<file path="config.mk">
export PLATFORM = sky130hd
export DESIGN_NAME = otter_mem_arbiter_flat
export DESIGN_NICKNAME = d
export VERILOG_FILES = /design/src/rtl/otter_mem_arbiter_pkg.sv /design/src/rtl/otter_mem_arbiter_if.sv /design/src/rtl/otter_mem_arbiter_perf_cnt.sv /design/src/rtl/otter_mem_arbiter.sv /design/src/flat_wrapper.sv
export SDC_FILE = /design/constraint.sdc
export NUM_CORES = 1
export LEC_CHECK = 0
export BUFFER_PORTS_ARGS = -buffer_cell sky130_fd_sc_hd__buf_2
export CAP_MARGIN = 15
export CORE_AREA = 2 2 105 107
export DETAILED_ROUTE_END_ITERATION = 10
export DIE_AREA = 0 0 107 109
export HOLD_SLACK_MARGIN = 0.03
export PLACE_DENSITY = 0.54
export SLEW_MARGIN = 10
export SYNTH_ARGS = -nofsm -noshare
export SYNTH_HDL_FRONTEND = slang
export SYNTH_SLANG_ARGS = --single-unit
export TNS_END_PERCENT = 5
</file>
<file path="constraint.sdc">
create_clock -name CLK -period 4.9 [get_ports CLK]
set_clock_uncertainty 0.05 [all_clocks]
set_input_delay 0.245 -clock CLK [delete_from_list [all_inputs] [get_ports CLK]]
set_output_delay 0.245 -clock CLK [all_outputs]
set_load 0.1 [all_outputs]
</file>
<file path="src/rtl/otter_mem_arbiter_pkg.sv">
`default_nettype none
// ============================================================================
// Module   : otter_arb_pkg
// Brief    : Shared types and encodings for the OTTER memory-port arbiter.
// Revision : 1.0 - initial release
// ============================================================================
package otter_arb_pkg;

  typedef enum logic [0:0] {
    ARB_IDLE = 1'b0,
    ARB_WAIT = 1'b1
  } arb_state_t;

  typedef enum logic [0:0] {
    OWN_IF = 1'b0,
    OWN_DM = 1'b1
  } owner_t;

  localparam int MEM_SIZE_W = 2;

  localparam logic [MEM_SIZE_W-1:0] SIZE_B = 2'd0;
  localparam logic [MEM_SIZE_W-1:0] SIZE_H = 2'd1;
  localparam logic [MEM_SIZE_W-1:0] SIZE_W = 2'd2;

endpackage
`default_nettype wire

</file>
<file path="src/rtl/otter_mem_arbiter_if.sv">
`default_nettype none
// ============================================================================
// Module   : otter_mem_arbiter_if
// Brief    : IF/DM requester buses plus the shared memory command/response port.
// Revision : 1.0 - initial release
// ============================================================================
interface otter_mem_arbiter_if #(
  parameter int ADDR_W = 32,
  parameter int DATA_W = 32
);
  import otter_arb_pkg::*;

  logic                  if_req;
  logic [ADDR_W-1:0]     if_addr;
  logic                  if_gnt;
  logic                  if_rvalid;
  logic [DATA_W-1:0]     if_rdata;

  logic                  dm_req;
  logic                  dm_we;
  logic [ADDR_W-1:0]     dm_addr;
  logic [DATA_W-1:0]     dm_wdata;
  logic [MEM_SIZE_W-1:0] dm_size;
  logic                  dm_sign;
  logic                  dm_gnt;
  logic                  dm_rvalid;
  logic [DATA_W-1:0]     dm_rdata;

  logic                  mem_en;
  logic                  mem_we;
  logic [ADDR_W-1:0]     mem_addr;
  logic [DATA_W-1:0]     mem_wdata;
  logic [MEM_SIZE_W-1:0] mem_size;
  logic                  mem_sign;
  logic [DATA_W-1:0]     mem_rdata;

  logic                  stall_if;
  logic                  stall_dm;

  modport slave (
    input  if_req, if_addr,
    input  dm_req, dm_we, dm_addr, dm_wdata, dm_size, dm_sign,
    input  mem_rdata,
    output if_gnt, if_rvalid, if_rdata,
    output dm_gnt, dm_rvalid, dm_rdata,
    output mem_en, mem_we, mem_addr, mem_wdata, mem_size, mem_sign,
    output stall_if, stall_dm
  );

  modport master (
    output if_req, if_addr,
    output dm_req, dm_we, dm_addr, dm_wdata, dm_size, dm_sign,
    output mem_rdata,
    input  if_gnt, if_rvalid, if_rdata,
    input  dm_gnt, dm_rvalid, dm_rdata,
    input  mem_en, mem_we, mem_addr, mem_wdata, mem_size, mem_sign,
    input  stall_if, stall_dm
  );

endinterface
`default_nettype wire

</file>
<file path="src/rtl/otter_mem_arbiter_perf_cnt.sv">
`default_nettype none
// ============================================================================
// Module   : otter_arb_perf_cnt
// Brief    : 32-bit wrapping enable counter; used only with OTTER_ARB_PERF_EN.
// Revision : 1.0 - initial release
// ============================================================================
module otter_arb_perf_cnt (
  input  wire logic        CLK,
  input  wire logic        RST,
  input  wire logic        i_en,
  output logic [31:0]      o_cnt
);

  logic [31:0] r_cnt;

  always_ff @(posedge CLK) begin
    if (RST)       r_cnt <= '0;
    else if (i_en) r_cnt <= r_cnt + 32'd1;
  end

  assign o_cnt = r_cnt;

endmodule
`default_nettype wire

</file>
<file path="src/rtl/otter_mem_arbiter.sv">
`default_nettype none
// ============================================================================
// Module   : otter_mem_arbiter
// Brief    : Shares one memory port between IF and DM with read-latency
//            tracking; OTTER_ARB_PERF_EN adds stall-cycle counters.
// Revision : 1.0 - initial release
// ============================================================================
module otter_mem_arbiter
  import otter_arb_pkg::*;
#(
  parameter int ADDR_W        = 32,
  parameter int DATA_W        = 32,
  parameter int MEM_LAT       = 1,
  parameter int MAX_DM_STREAK = 4
) (
  input  wire logic           CLK,
  input  wire logic           RST,
  otter_mem_arbiter_if.slave  bus
`ifdef OTTER_ARB_PERF_EN
  ,
  output logic [31:0]         perf_if_stall,
  output logic [31:0]         perf_dm_stall
`endif
);

  localparam logic [1:0]        c_LAT_LAST  = 2'(MEM_LAT - 1);
  localparam int                c_STREAK_W  = $clog2(MAX_DM_STREAK + 1);
  localparam logic [c_STREAK_W-1:0] c_STREAK_MAX = c_STREAK_W'(MAX_DM_STREAK);
  localparam logic [ADDR_W-1:0] c_ADDR_ZERO = '0;
  localparam logic [DATA_W-1:0] c_DATA_ZERO = '0;

  arb_state_t            r_state, w_state_nxt;
  owner_t                r_owner, w_owner_nxt;
  logic [1:0]            r_lat_cnt, w_lat_nxt;
  logic [c_STREAK_W-1:0] r_streak, w_streak_nxt;

  logic w_rd_done, w_open, w_if_forced, w_gnt_if, w_gnt_dm, w_rv;
  logic w_stall_if, w_stall_dm;

  // Grants and rvalid are masked during RST so every output reads 0 then.
  assign w_rd_done   = (r_state == ARB_WAIT) && (r_lat_cnt == c_LAT_LAST);
  assign w_open      = !RST && ((r_state == ARB_IDLE) || w_rd_done);
  assign w_if_forced = bus.if_req && (r_streak == c_STREAK_MAX);
  assign w_gnt_dm    = w_open && bus.dm_req && !w_if_forced;
  assign w_gnt_if    = w_open && bus.if_req && !w_gnt_dm;
  assign w_rv        = !RST && w_rd_done;
  assign w_stall_if  = !RST && bus.if_req && !w_gnt_if;
  assign w_stall_dm  = !RST && bus.dm_req && !w_gnt_dm;

  assign bus.if_gnt    = w_gnt_if;
  assign bus.dm_gnt    = w_gnt_dm;
  assign bus.stall_if  = w_stall_if;
  assign bus.stall_dm  = w_stall_dm;
  assign bus.if_rvalid = w_rv && (r_owner == OWN_IF);
  assign bus.dm_rvalid = w_rv && (r_owner == OWN_DM);
  assign bus.if_rdata  = bus.if_rvalid ? bus.mem_rdata : c_DATA_ZERO;
  assign bus.dm_rdata  = bus.dm_rvalid ? bus.mem_rdata : c_DATA_ZERO;

  always_comb begin
    bus.mem_en    = 1'b0;
    bus.mem_we    = 1'b0;
    bus.mem_addr  = c_ADDR_ZERO;
    bus.mem_wdata = c_DATA_ZERO;
    bus.mem_size  = '0;
    bus.mem_sign  = 1'b0;
    if (w_gnt_dm) begin
      bus.mem_en    = 1'b1;
      bus.mem_we    = bus.dm_we;
      bus.mem_addr  = bus.dm_addr;
      bus.mem_wdata = bus.dm_wdata;
      bus.mem_size  = bus.dm_size;
      bus.mem_sign  = bus.dm_sign;
    end else if (w_gnt_if) begin
      bus.mem_en    = 1'b1;
      bus.mem_addr  = bus.if_addr;
      bus.mem_size  = SIZE_W;
    end
  end

  always_ff @(posedge CLK) begin
    if (RST) begin
      r_state   <= ARB_IDLE;
      r_owner   <= OWN_IF;
      r_lat_cnt <= '0;
      r_streak  <= '0;
    end else begin
      r_state   <= w_state_nxt;
      r_owner   <= w_owner_nxt;
      r_lat_cnt <= w_lat_nxt;
      r_streak  <= w_streak_nxt;
    end
  end

  always_comb begin
    w_state_nxt  = r_state;
    w_owner_nxt  = r_owner;
    w_lat_nxt    = r_lat_cnt;
    w_streak_nxt = r_streak;
    if (r_state == ARB_WAIT) begin
      w_lat_nxt = r_lat_cnt + 2'd1;
      if (w_rd_done) w_state_nxt = ARB_IDLE;
    end
    // A read granted in the rvalid cycle chains straight into the next wait.
    if (w_gnt_if || (w_gnt_dm && !bus.dm_we)) begin
      w_state_nxt = ARB_WAIT;
      w_lat_nxt   = '0;
      w_owner_nxt = w_gnt_if ? OWN_IF : OWN_DM;
    end
    if (!bus.if_req || w_gnt_if)
      w_streak_nxt = '0;
    else if (w_gnt_dm && (r_streak != c_STREAK_MAX))
      w_streak_nxt = r_streak + c_STREAK_W'(1);
  end

  a_if_req_held: assert property (@(posedge CLK) disable iff (RST)
    (bus.if_req && !bus.if_gnt) |=> bus.if_req);
  a_dm_req_held: assert property (@(posedge CLK) disable iff (RST)
    (bus.dm_req && !bus.dm_gnt) |=> bus.dm_req);

`ifdef OTTER_ARB_PERF_EN
  otter_arb_perf_cnt u_perf_if (
    .CLK   (CLK),
    .RST   (RST),
    .i_en  (w_stall_if),
    .o_cnt (perf_if_stall)
  );

  otter_arb_perf_cnt u_perf_dm (
    .CLK   (CLK),
    .RST   (RST),
    .i_en  (w_stall_dm),
    .o_cnt (perf_dm_stall)
  );
`endif

endmodule
`default_nettype wire

</file>
<file path="src/flat_wrapper.sv">
// flat-port wrapper written by rule: the top's interface ports become plain ports
module otter_mem_arbiter_flat import otter_arb_pkg::*;
#(
  parameter int ADDR_W        = 32,
  parameter int DATA_W        = 32,
  parameter int MEM_LAT       = 1,
  parameter int MAX_DM_STREAK = 4
)
  (CLK, RST, bus_if_req, bus_if_addr, bus_dm_req, bus_dm_we, bus_dm_addr, bus_dm_wdata, bus_dm_size, bus_dm_sign, bus_mem_rdata, bus_if_gnt, bus_if_rvalid, bus_if_rdata, bus_dm_gnt, bus_dm_rvalid, bus_dm_rdata, bus_mem_en, bus_mem_we, bus_mem_addr, bus_mem_wdata, bus_mem_size, bus_mem_sign, bus_stall_if, bus_stall_dm);
  otter_mem_arbiter_if #(.ADDR_W(ADDR_W), .DATA_W(DATA_W)) bus_i ();
  input  wire logic CLK;
  input  wire logic RST;
  input wire logic [$bits(bus_i.if_req)-1:0] bus_if_req;
  input wire logic [$bits(bus_i.if_addr)-1:0] bus_if_addr;
  input wire logic [$bits(bus_i.dm_req)-1:0] bus_dm_req;
  input wire logic [$bits(bus_i.dm_we)-1:0] bus_dm_we;
  input wire logic [$bits(bus_i.dm_addr)-1:0] bus_dm_addr;
  input wire logic [$bits(bus_i.dm_wdata)-1:0] bus_dm_wdata;
  input wire logic [$bits(bus_i.dm_size)-1:0] bus_dm_size;
  input wire logic [$bits(bus_i.dm_sign)-1:0] bus_dm_sign;
  input wire logic [$bits(bus_i.mem_rdata)-1:0] bus_mem_rdata;
  output wire logic [$bits(bus_i.if_gnt)-1:0] bus_if_gnt;
  output wire logic [$bits(bus_i.if_rvalid)-1:0] bus_if_rvalid;
  output wire logic [$bits(bus_i.if_rdata)-1:0] bus_if_rdata;
  output wire logic [$bits(bus_i.dm_gnt)-1:0] bus_dm_gnt;
  output wire logic [$bits(bus_i.dm_rvalid)-1:0] bus_dm_rvalid;
  output wire logic [$bits(bus_i.dm_rdata)-1:0] bus_dm_rdata;
  output wire logic [$bits(bus_i.mem_en)-1:0] bus_mem_en;
  output wire logic [$bits(bus_i.mem_we)-1:0] bus_mem_we;
  output wire logic [$bits(bus_i.mem_addr)-1:0] bus_mem_addr;
  output wire logic [$bits(bus_i.mem_wdata)-1:0] bus_mem_wdata;
  output wire logic [$bits(bus_i.mem_size)-1:0] bus_mem_size;
  output wire logic [$bits(bus_i.mem_sign)-1:0] bus_mem_sign;
  output wire logic [$bits(bus_i.stall_if)-1:0] bus_stall_if;
  output wire logic [$bits(bus_i.stall_dm)-1:0] bus_stall_dm;
  assign bus_i.if_req = bus_if_req;
  assign bus_i.if_addr = bus_if_addr;
  assign bus_i.dm_req = bus_dm_req;
  assign bus_i.dm_we = bus_dm_we;
  assign bus_i.dm_addr = bus_dm_addr;
  assign bus_i.dm_wdata = bus_dm_wdata;
  assign bus_i.dm_size = bus_dm_size;
  assign bus_i.dm_sign = bus_dm_sign;
  assign bus_i.mem_rdata = bus_mem_rdata;
  assign bus_if_gnt = bus_i.if_gnt;
  assign bus_if_rvalid = bus_i.if_rvalid;
  assign bus_if_rdata = bus_i.if_rdata;
  assign bus_dm_gnt = bus_i.dm_gnt;
  assign bus_dm_rvalid = bus_i.dm_rvalid;
  assign bus_dm_rdata = bus_i.dm_rdata;
  assign bus_mem_en = bus_i.mem_en;
  assign bus_mem_we = bus_i.mem_we;
  assign bus_mem_addr = bus_i.mem_addr;
  assign bus_mem_wdata = bus_i.mem_wdata;
  assign bus_mem_size = bus_i.mem_size;
  assign bus_mem_sign = bus_i.mem_sign;
  assign bus_stall_if = bus_i.stall_if;
  assign bus_stall_dm = bus_i.stall_dm;
  otter_mem_arbiter #(.ADDR_W(ADDR_W), .DATA_W(DATA_W), .MEM_LAT(MEM_LAT), .MAX_DM_STREAK(MAX_DM_STREAK)) u_core (.CLK(CLK), .RST(RST), .bus(bus_i));
endmodule
</file>
==> results of run 1 <==
## synth_stat cells (all sizes together)
| library cell | instances | share of area |
|---|---|---|
| nand2 | 4 | 0.010 |
| inv | 4 | 0.010 |
| nor3 | 5 | 0.020 |
| clkbuf | 7 | 0.018 |
| nor2b | 1 | 0.0093 |
| buf | 11 | 0.062 |
| a21boi | 1 | 0.0051 |
| nand3 | 4 | 0.014 |
| a21bo | 1 | 0.0068 |
| nor3b | 2 | 0.021 |
| nor2 | 1 | 0.0025 |
| ha | 3 | 0.025 |
| a31oi | 3 | 0.013 |
| a41oi | 1 | 0.0059 |
| a22o | 32 | 0.19 |
| mux2i | 2 | 0.014 |
| xnor2 | 1 | 0.0059 |
| o21a | 1 | 0.0051 |
| a21oi | 4 | 0.014 |
| and2 | 99 | 0.42 |
| nand2b | 4 | 0.019 |
| dfxtp | 7 | 0.095 |
| nand4b | 1 | 0.0059 |
| or2b | 1 | 0.0051 |
| a21o | 1 | 0.0051 |
## critical path: cells and delay by family (launching register included)
| kind | cells | cell delay, ns |
|---|---|---|
| AOI/OAI and AO/OA | 1 | 0.29 |
| adders and majority gates | 1 | 0.24 |
| buffers and inverters | 3 | 1.02 |
| DFF | 1 | 0.35 |
| and+or+nand+nor | 2 | 0.36 |
## routing by layer
layer	vias to the layer above	part of all wire
met4	0	0.011
met1	1107	0.40
met5	-	0
met3	4	0.098
li1	1211	-
met2	170	0.49
## where the power goes
part           internal [W]  switching (W)   total, W  leakage [nW]
Sequential        0.0000596     0.00000213  0.0000617        0.0571
Clock             0.0000561      0.0000228  0.0000789        0.0228
Combinational     0.0000992       0.000382   0.000481          1.81
Total              0.000215       0.000407   0.000621          1.89
## metrics by stage
step                      hold slack, ns  utilization  total power, W
after floorplan                    0.375            -        0.000436
after CTS                          0.287        0.281        0.000624
after detailed placement           0.430        0.277        0.000541
after global routing               0.304        0.284        0.000643
after global placement             0.413        0.277        0.000540
final                              0.302        0.284        0.000621
## final cells by class
cell class,count,area share
timing repair buffer,278,0.472
multi-input combinational,172,0.403
tap,140,0.0582
sequential,7,0.0465
clock buffer,4,0.0150
inverter,4,0.00499
## worst paths after layout
check / endpoint / slack, ns / cells past startpoint
worst max-delay path: bus_mem_addr[1] / 2.09 / 7
worst min-delay path: u_core.r_state / 0.30 / 2
worst max register to register: u_core.r_streak[1] / 3.46 / 5
worst min register to register: u_core.r_streak[1] / 0.43 / 2
## flip-flops by register name (all words and copies together), names as in the netlist
| register | count |
|---|---|
| u_core.r_streak | 3 |
| u_core.r_owner | 1 |
| u_core.r_lat_cnt | 2 |
| u_core.r_state | 1 |
## logic make-up after synthesis
family	synth area share
DFF	0.0949
and+or+nand+nor	0.526
buffers and inverters	0.0898
AOI/OAI and AO/OA	0.244
muxes	0.0136
xor gates and xnor gates	0.00593
adders and majority gates	0.0254
==> flow_summary.ini, run 1 <==
[floorplanning]
row_count = 38
die_x_um = 107
initial_core_util = 0.139
die_area_mm2 = 0.0117
io_pins = 275
core-area_mm2 = 0.0106
chipHeight_um = 109

[yosys]
ys_seq_area_frac = 0.0949
syn-cell-area_mm2 = 0.00148
syn-num-nets = 340
synth_cells = 201
avgSynthCellArea_um2 = 7.35
yosys_warnings = 0
synth_seq_cells = 7
ys_types = 30

[layout]
n_antenna_cell = 0
postLayoutCellArea_mm2 = 0.00301
mostFrequentLayoutCell = buf_2
most-common-layout-cells = 274 x buf_2, 99 x and2_1, 32 x a22o_1, 7 x dfxtp_1
fillers = 1179
finalNonFillerCells = 605
seqCellArea_um2 = 140
final_layout_size_suffix_gt1_frac = 0.619
syn2layout_area_growth_pct = 104
multi_input_area_mm2 = 0.00121
final_nets = 605

[place]
dp_cells = 600
hpwl_mm = 6.96
placed_area_mm2 = 0.00294
globalplace.congestion = 0.879
place_ws_ns = 2.11
port_buffers = 274

[detailed_routing]
detail-route-antenna-nets = 0
detail_route.vias_per_cell = 4.12
vias = 2492
drt_first_pass_iters = 4
drc = 0
drt_iter0_markers = 206
routed_wl_mm = 8.27
wl_per_cell_um = 13.7

[worst_setup_path]
critPathMaxStageDelay_ns = 0.50
crit_slowest_cell = buf_4
r2r-start = u_core.r_streak[0]
critPathLaunch = u_core.r_streak[0]
startpoint_type = flip-flop
crit_chain = inv_1 > ha_1 > nand3_1 > nor3b_4 > buf_4 > a22o_1 > buf_2
path_class = flip-flop to output pin
end_kind = output pin
crit_required_ns = 4.61
cp.arrival_ns = 2.52
crit_fanout = 69

[timing]
finalSetupTns_ns = 0
max_slew_margin = 0.608
hold_violations = 0
max_freq_mhz = 356
fin_crit_sh = 0.574
finalSetupViolCount = 0
worst_slew_pin_slew_ns = 0.588
fin_ws_ns = 2.09
maxSlewViolCount = 0
period_needed_ns = 2.81
rsz0062_at_grt = no

[power_and_ir_drop]
leakage_nw = 1.89
ir_worst_vdd_mv = 0.119
power_density_mw_per_mm2 = 206

[cts]
clock_latency_ns = 0.22
cts_resized = 0
cts_root_buf = clkbuf_8
clock_sinks = 7
post_cts_buffers = 0
cts_hold_buf = 0
clockBufferDepth = 2
htreeDepth = 1
numCtsBuffers = 3
cts.clk_slew.worst_paths_ns = 0.04
cts_tree = built

[global_route]
met1_usage = 0.139
met2_usage = 0.227
met3_usage = 0.0293
grt_pass1_vias = 2248
grt_busiest_layer = met2
overflow = 0
antenna_found_initial = 0
grt_util_all_layers = 0.119
grt_max_degree = 70
grt_pass1_wl_mm = 11.2

[min_path]
worstHoldPathType = input port to flip-flop
hold_start = RST

[job]
cap_violations = 0

[outcome]
status = finished, final reports clean
No activity file was read; power rests on OpenSTA's default activity.
==> inputs of run 2 (changes only) <==
--- a/config.mk
+++ b/config.mk
@@ -7,11 +7,11 @@
 export LEC_CHECK = 0
 export BUFFER_PORTS_ARGS = -buffer_cell sky130_fd_sc_hd__buf_2
 export CAP_MARGIN = 15
-export CORE_AREA = 2 2 105 107
+export CORE_AREA = 2 2 106 108
 export DETAILED_ROUTE_END_ITERATION = 10
-export DIE_AREA = 0 0 107 109
+export DIE_AREA = 0 0 108 110
 export HOLD_SLACK_MARGIN = 0.03
-export PLACE_DENSITY = 0.54
+export PLACE_DENSITY = 0.53
 export SLEW_MARGIN = 10
 export SYNTH_ARGS = -nofsm -noshare
 export SYNTH_HDL_FRONTEND = slang
==> constraint.sdc (replaced) <==
create_clock -name CLK -period 2.9 [get_ports CLK]
set_clock_uncertainty 0.05 [all_clocks]
set_input_delay 0.145 -clock CLK [delete_from_list [all_inputs] [get_ports CLK]]
set_output_delay 0.145 -clock CLK [all_outputs]
set_load 0.1 [all_outputs]
==> run 2 against run 1 <==
Net effect: count of clock-buffer cells in the layout stayed put; first-iteration DRC count decreased by 42%; global-route usage rose by 0.19 points; critical path type unchanged; critical endpoint is now bus_mem_addr[12]; largest cell class unchanged.
==> flow_summary.ini, run 2 (synthesis results as in run 1) <==
[outcome]
status = finished, final reports clean

[worst_setup_path]
crit_required_ns = 2.71
critPathLaunch = u_core.r_streak[0]
path_class = flip-flop to output pin
cp.arrival_ns = 2.20
r2r-start = u_core.r_streak[0]
end_kind = output pin
crit_fanout = 69
startpoint_type = flip-flop

[floorplanning]
chipHeight_um = 110
io_pins = 275
row_count = 38
die_x_um = 108
core-area_mm2 = 0.0107
die_area_mm2 = 0.0119
initial_core_util = 0.138

[global_route]
grt_max_degree = 70
grt_pass1_vias = 2302
grt_util_all_layers = 0.121
overflow = 0
antenna_found_initial = 1
grt_pass1_wl_mm = 11.2

[cts]
cts.clk_slew.worst_paths_ns = 0.04
cts_hold_buf = 0
cts_root_buf = clkbuf_8
htreeDepth = 1
clockBufferDepth = 2
clock_sinks = 7
post_cts_buffers = 0
numCtsBuffers = 3
cts_resized = 0
cts_tree = built
clock_latency_ns = 0.23

[timing]
fin_crit_sh = 0.825
finalSetupViolCount = 0
hold_violations = 0
maxSlewViolCount = 0
worst_slew_pin_slew_ns = 0.495
period_needed_ns = 2.39
rsz0062_at_grt = no
max_freq_mhz = 418
max_slew_margin = 0.672

[power_and_ir_drop]
power_density_mw_per_mm2 = 319
pwr-share-seq = 0.091
p_switching_w = 0.000705
pwr-share-clk = 0.119
p_comb_frac = 0.790
p_sw_frac = 0.616
ir_worst_vdd_mv = 0.160
cellInternalPower_w = 0.000440
leakage_nw = 2.01

[detailed_routing]
wl_per_cell_um = 13.8
vias = 2503
detail_route.vias_per_cell = 4.14
drt_first_pass_iters = 4
drt_iter0_markers = 120
detail-route-antenna-nets = 0
routed_wl_mm = 8.33
drc = 0

[place]
dp_cells = 601
globalplace.congestion = 0.750
port_buffers = 274
placed_area_mm2 = 0.00354
hpwl_mm = 7.17

[layout]
final_layout_size_suffix_gt1_frac = 0.619
top_regs = u_core.r_streak: 3 flops, u_core.r_lat_cnt: 2 flops
largest_reg_flops = 3
mostFrequentLayoutCell = buf_2
n_antenna_cell = 0
syn2layout_area_growth_pct = 143
post-route-util = 0.336
most-common-layout-cells = 235 x buf_2, 99 x and2_1, 40 x buf_12, 32 x a22o_1, 7 x dfxtp_1
postLayoutCellArea_mm2 = 0.00359
finalNonFillerCells = 605
final_nets = 605
regMostFlops = u_core.r_streak

[job]
cap_violations = 0

[min_path]
hold_start = RST
worstHoldPathType = input port to flip-flop
==> run 2: cell types whose count changed in the layout (fill, tap and decap cells not counted) <==
| cell | previous run | this run |
|---|---|---|
| buf_16 | 1 | 0 |
| buf_2 | 274 | 235 |
| buf_12 | 0 | 40 |
==> run 2: worst paths after layout <==
kind | to | slack, ns | depth (start not counted)
worst max-delay path | bus_mem_addr[12] | 0.51 | 7
worst min-delay path | u_core.r_state | 0.18 | 2
worst max register to register | u_core.r_streak[1] | 1.48 | 5
worst min register to register | u_core.r_streak[1] | 0.44 | 2
==> run 2: stage by stage <==
step           setup TNS (ns)  setup WS, ns  hold WS, ns  total power, W
3_3_place_gp                0         0.828        0.414         0.00101
2_1_floorplan          -0.724       -0.0867        0.275        0.000736
4_1_cts                     0         0.522        0.183         0.00116
5_1_grt                     0         0.389        0.204         0.00118
3_5_place_dp                0         0.772        0.423         0.00101
6_report                    0         0.506        0.183         0.00114
==> run 2: area by class of cell <==
cell class	count	area (µm²)
Tap cell	140	175
Multi-Input combinational cell	172	1210
Timing Repair Buffer	278	2000
Clock buffer	4	45.0
Fill cell	1122	7110
Inverter	4	15.0
Sequential cell	7	140
==> run 2: routing by layer <==
layer / up-vias / part of all wire / global-route usage / wire, µm
met2: 162 / 0.54 / 0.253 / 4530
met1: 1121 / 0.33 / 0.120 / 2780
met3: 8 / 0.10 / 0.0212 / 850
met4: 2 / 0.019 / 0.0366 / 161
met5: - / 0.0016 / 0 / 13
li1: 1210 / - / - / -
==> run 2: critical path, stage by stage (launching register included) <==
cell and delay [ns]:
dfxtp_1 0.35, inv_1 0.07, ha_1 0.24, nand3_1 0.17, nor3b_4 0.25, buf_12 0.26
a22o_1 0.18, buf_2 0.42
==> run 2: power by group through the flow <==
stage | logic [W] | clock network (W) | registers, W
4_1_cts | 0.000909 | 0.000142 | 0.000104
3_3_place_gp | 0.000902 | 0 | 0.000106
3_5_place_dp | 0.000906 | 0 | 0.000106
2_1_floorplan | 0.000631 | 0 | 0.000105
5_1_grt | 0.000933 | 0.000146 | 0.000105
6_report | 0.000904 | 0.000137 | 0.000104
==> inputs of run 3 (changes only) <==
==> constraint.sdc (replaced) <==
create_clock -name CLK -period 2.35 [get_ports CLK]
set_clock_uncertainty 0.05 [all_clocks]
set_input_delay 0.1175 -clock CLK [delete_from_list [all_inputs] [get_ports CLK]]
set_output_delay 0.1175 -clock CLK [all_outputs]
set_load 0.1 [all_outputs]
==> run 3 against run 2 <==
Net effect: sequential power increased by 24%; power increased by 38%; register-to-register slack got worse by 0.54 ns; via count increased by 0.52%; design area increased by 28%; sequential cell count unchanged; count of clock-buffer cells in the layout unchanged; die area unchanged; setup slack got worse by 0.34 ns; first-iteration DRC count increased by 34%; critical path type unchanged; critical endpoint is now bus_mem_addr[27]; highest routed layer is now met4.
==> flow_summary.ini, run 3 (synthesis results as in run 1) <==
[outcome]
status = finished, final reports clean

[layout]
most-common-layout-cells = 171 x buf_2, 105 x buf_12, 98 x and2_1, 30 x a22o_1, 7 x dfxtp_1
post-route-util = 0.431
largest_reg_flops = 3
n_antenna_cell = 0
final_nets = 606
mostFrequentLayoutCell = buf_2
regMostFlops = u_core.r_streak
final_layout_size_suffix_gt1_frac = 0.631
syn2layout_area_growth_pct = 212
finalNonFillerCells = 606
top_regs = u_core.r_streak: 3 flops, u_core.r_lat_cnt: 2 flops

[place]
place_ws_ns = 0.318
dp_cells = 601
hpwl_mm = 7.88
globalplace.congestion = 0.746
port_buffers = 274

[timing]
rsz0062_at_grt = no
period_needed_ns = 2.18
max_freq_mhz = 459
fin_ws_ns = 0.170
fin_crit_sh = 0.928
finalSetupViolCount = 0
worst_slew_pin_slew_ns = 0.500
maxSlewViolCount = 0
holdWs_ns = 0.162
hold_violations = 0
max_slew_margin = 0.669

[worst_setup_path]
crit_slowest_cell = dfxtp_1
crit_chain = inv_1 > ha_1 > nand3_2 > nor3b_4 > clkbuf_16 > a22o_1 > buf_12
crit_required_ns = 2.18
startpoint_type = flip-flop
critPathMaxStageDelay_ns = 0.35
path_class = flip-flop to output pin
path_buf_inv = 3
critPathTopFamily = buffers and inverters
crit_fanout = 34
cp.arrival_ns = 2.01
end_kind = output pin

[cts]
cts_tree = built
htreeDepth = 1
numCtsBuffers = 3
cts.clk_slew.worst_paths_ns = 0.04
clock_sinks = 7
cts_root_buf = clkbuf_8
clock_latency_ns = 0.23
clockBufferDepth = 2

[power_and_ir_drop]
cellInternalPower_w = 0.000670
power_density_mw_per_mm2 = 343
p_sw_frac = 0.576
ir_worst_vdd_mv = 0.172
p_comb_frac = 0.806
pwr-share-seq = 0.081
leakage_nw = 2.23
p_switching_w = 0.000911
pwr-share-clk = 0.112

[floorplanning]
die_area_mm2 = 0.0119
chipHeight_um = 110
row_count = 38
io_pins = 275
initial_core_util = 0.138
die_x_um = 108
core-area_mm2 = 0.0107

[min_path]
worstHoldPathType = input port to flip-flop

[job]
cap_violations = 0

[global_route]
grt_pass1_wl_mm = 12.5
met1_usage = 0.139
antenna_found_initial = 0
grt_max_degree = 70
met2_usage = 0.274
met3_usage = 0.0241
grt_pass1_vias = 2440
overflow = 0
grt_util_all_layers = 0.135
grt_busiest_layer = met2

[detailed_routing]
drt_iter0_markers = 161
vias = 2516
routed_wl_mm = 9.27
wl_per_cell_um = 15.3
drt_first_pass_iters = 4
detail_route.vias_per_cell = 4.15
drc = 0
detail-route-antenna-nets = 0
==> run 3: power by group through the flow <==
stage / registers (W) / logic (W) / clock network [W]
4_1_cts: 0.000129 / 0.00127 / 0.000178
3_5_place_dp: 0.000131 / 0.00127 / 0
3_3_place_gp: 0.000130 / 0.00126 / 0
6_report: 0.000129 / 0.00127 / 0.000178
2_1_floorplan: 0.000129 / 0.000780 / 0
5_1_grt: 0.000129 / 0.00131 / 0.000187
==> run 3: path summary, 6_finish.rpt <==
check                           slack (ns)                  end  cells past startpoint           startpoint
worst min-delay path                  0.16  u_core.r_lat_cnt[0]                      2                  RST
worst max register to register        0.94       u_core.r_owner                      5  u_core.r_lat_cnt[0]
worst max-delay path                  0.17     bus_mem_addr[27]                      7   u_core.r_streak[0]
worst min register to register        0.43   u_core.r_streak[1]                      2   u_core.r_streak[1]
==> run 3: final cells by class <==
type	instances	area [µm²]
fill	1040	6090
timing repair buffer	279	3000
multi-input combinational	172	1240
tap	140	175
sequential	7	140
clock buffer	4	45.0
inverter	4	15.0
==> run 3: repair_timing <==
item                                    in CTS  in global routing
setup buffers                                0                  0
gates resized for setup                      0                  4
hold buffers                                 0                  0
endpoints found under the setup margin       0                  4
==> run 3: per-layer routing <==
layer,share of wire,vias to the layer above
li1,-,1209
met1,0.34,1137
met2,0.54,160
met3,0.090,10
met4,0.023,0
met5,0,-
==> run 3: stage by stage <==
stage / area [µm²] / total power (W) / setup TNS, ns
2_1_floorplan: 1480 / 0.000909 / -9.57
3_3_place_gp: 4520 / 0.00139 / 0
3_5_place_dp: 4520 / 0.00140 / 0
4_1_cts: 4570 / 0.00158 / 0
5_1_grt: 4610 / 0.00163 / 0
6_report: 4610 / 0.00158 / 0
==> run 3: worst register-to-register path, cell delays in order (launching register included) <==
cell,delay [ns]
dfxtp_1,0.34
inv_1,0.05
ha_1,0.24
or2b_1,0.33
a31oi_1,0.20
o21a_1,0.14
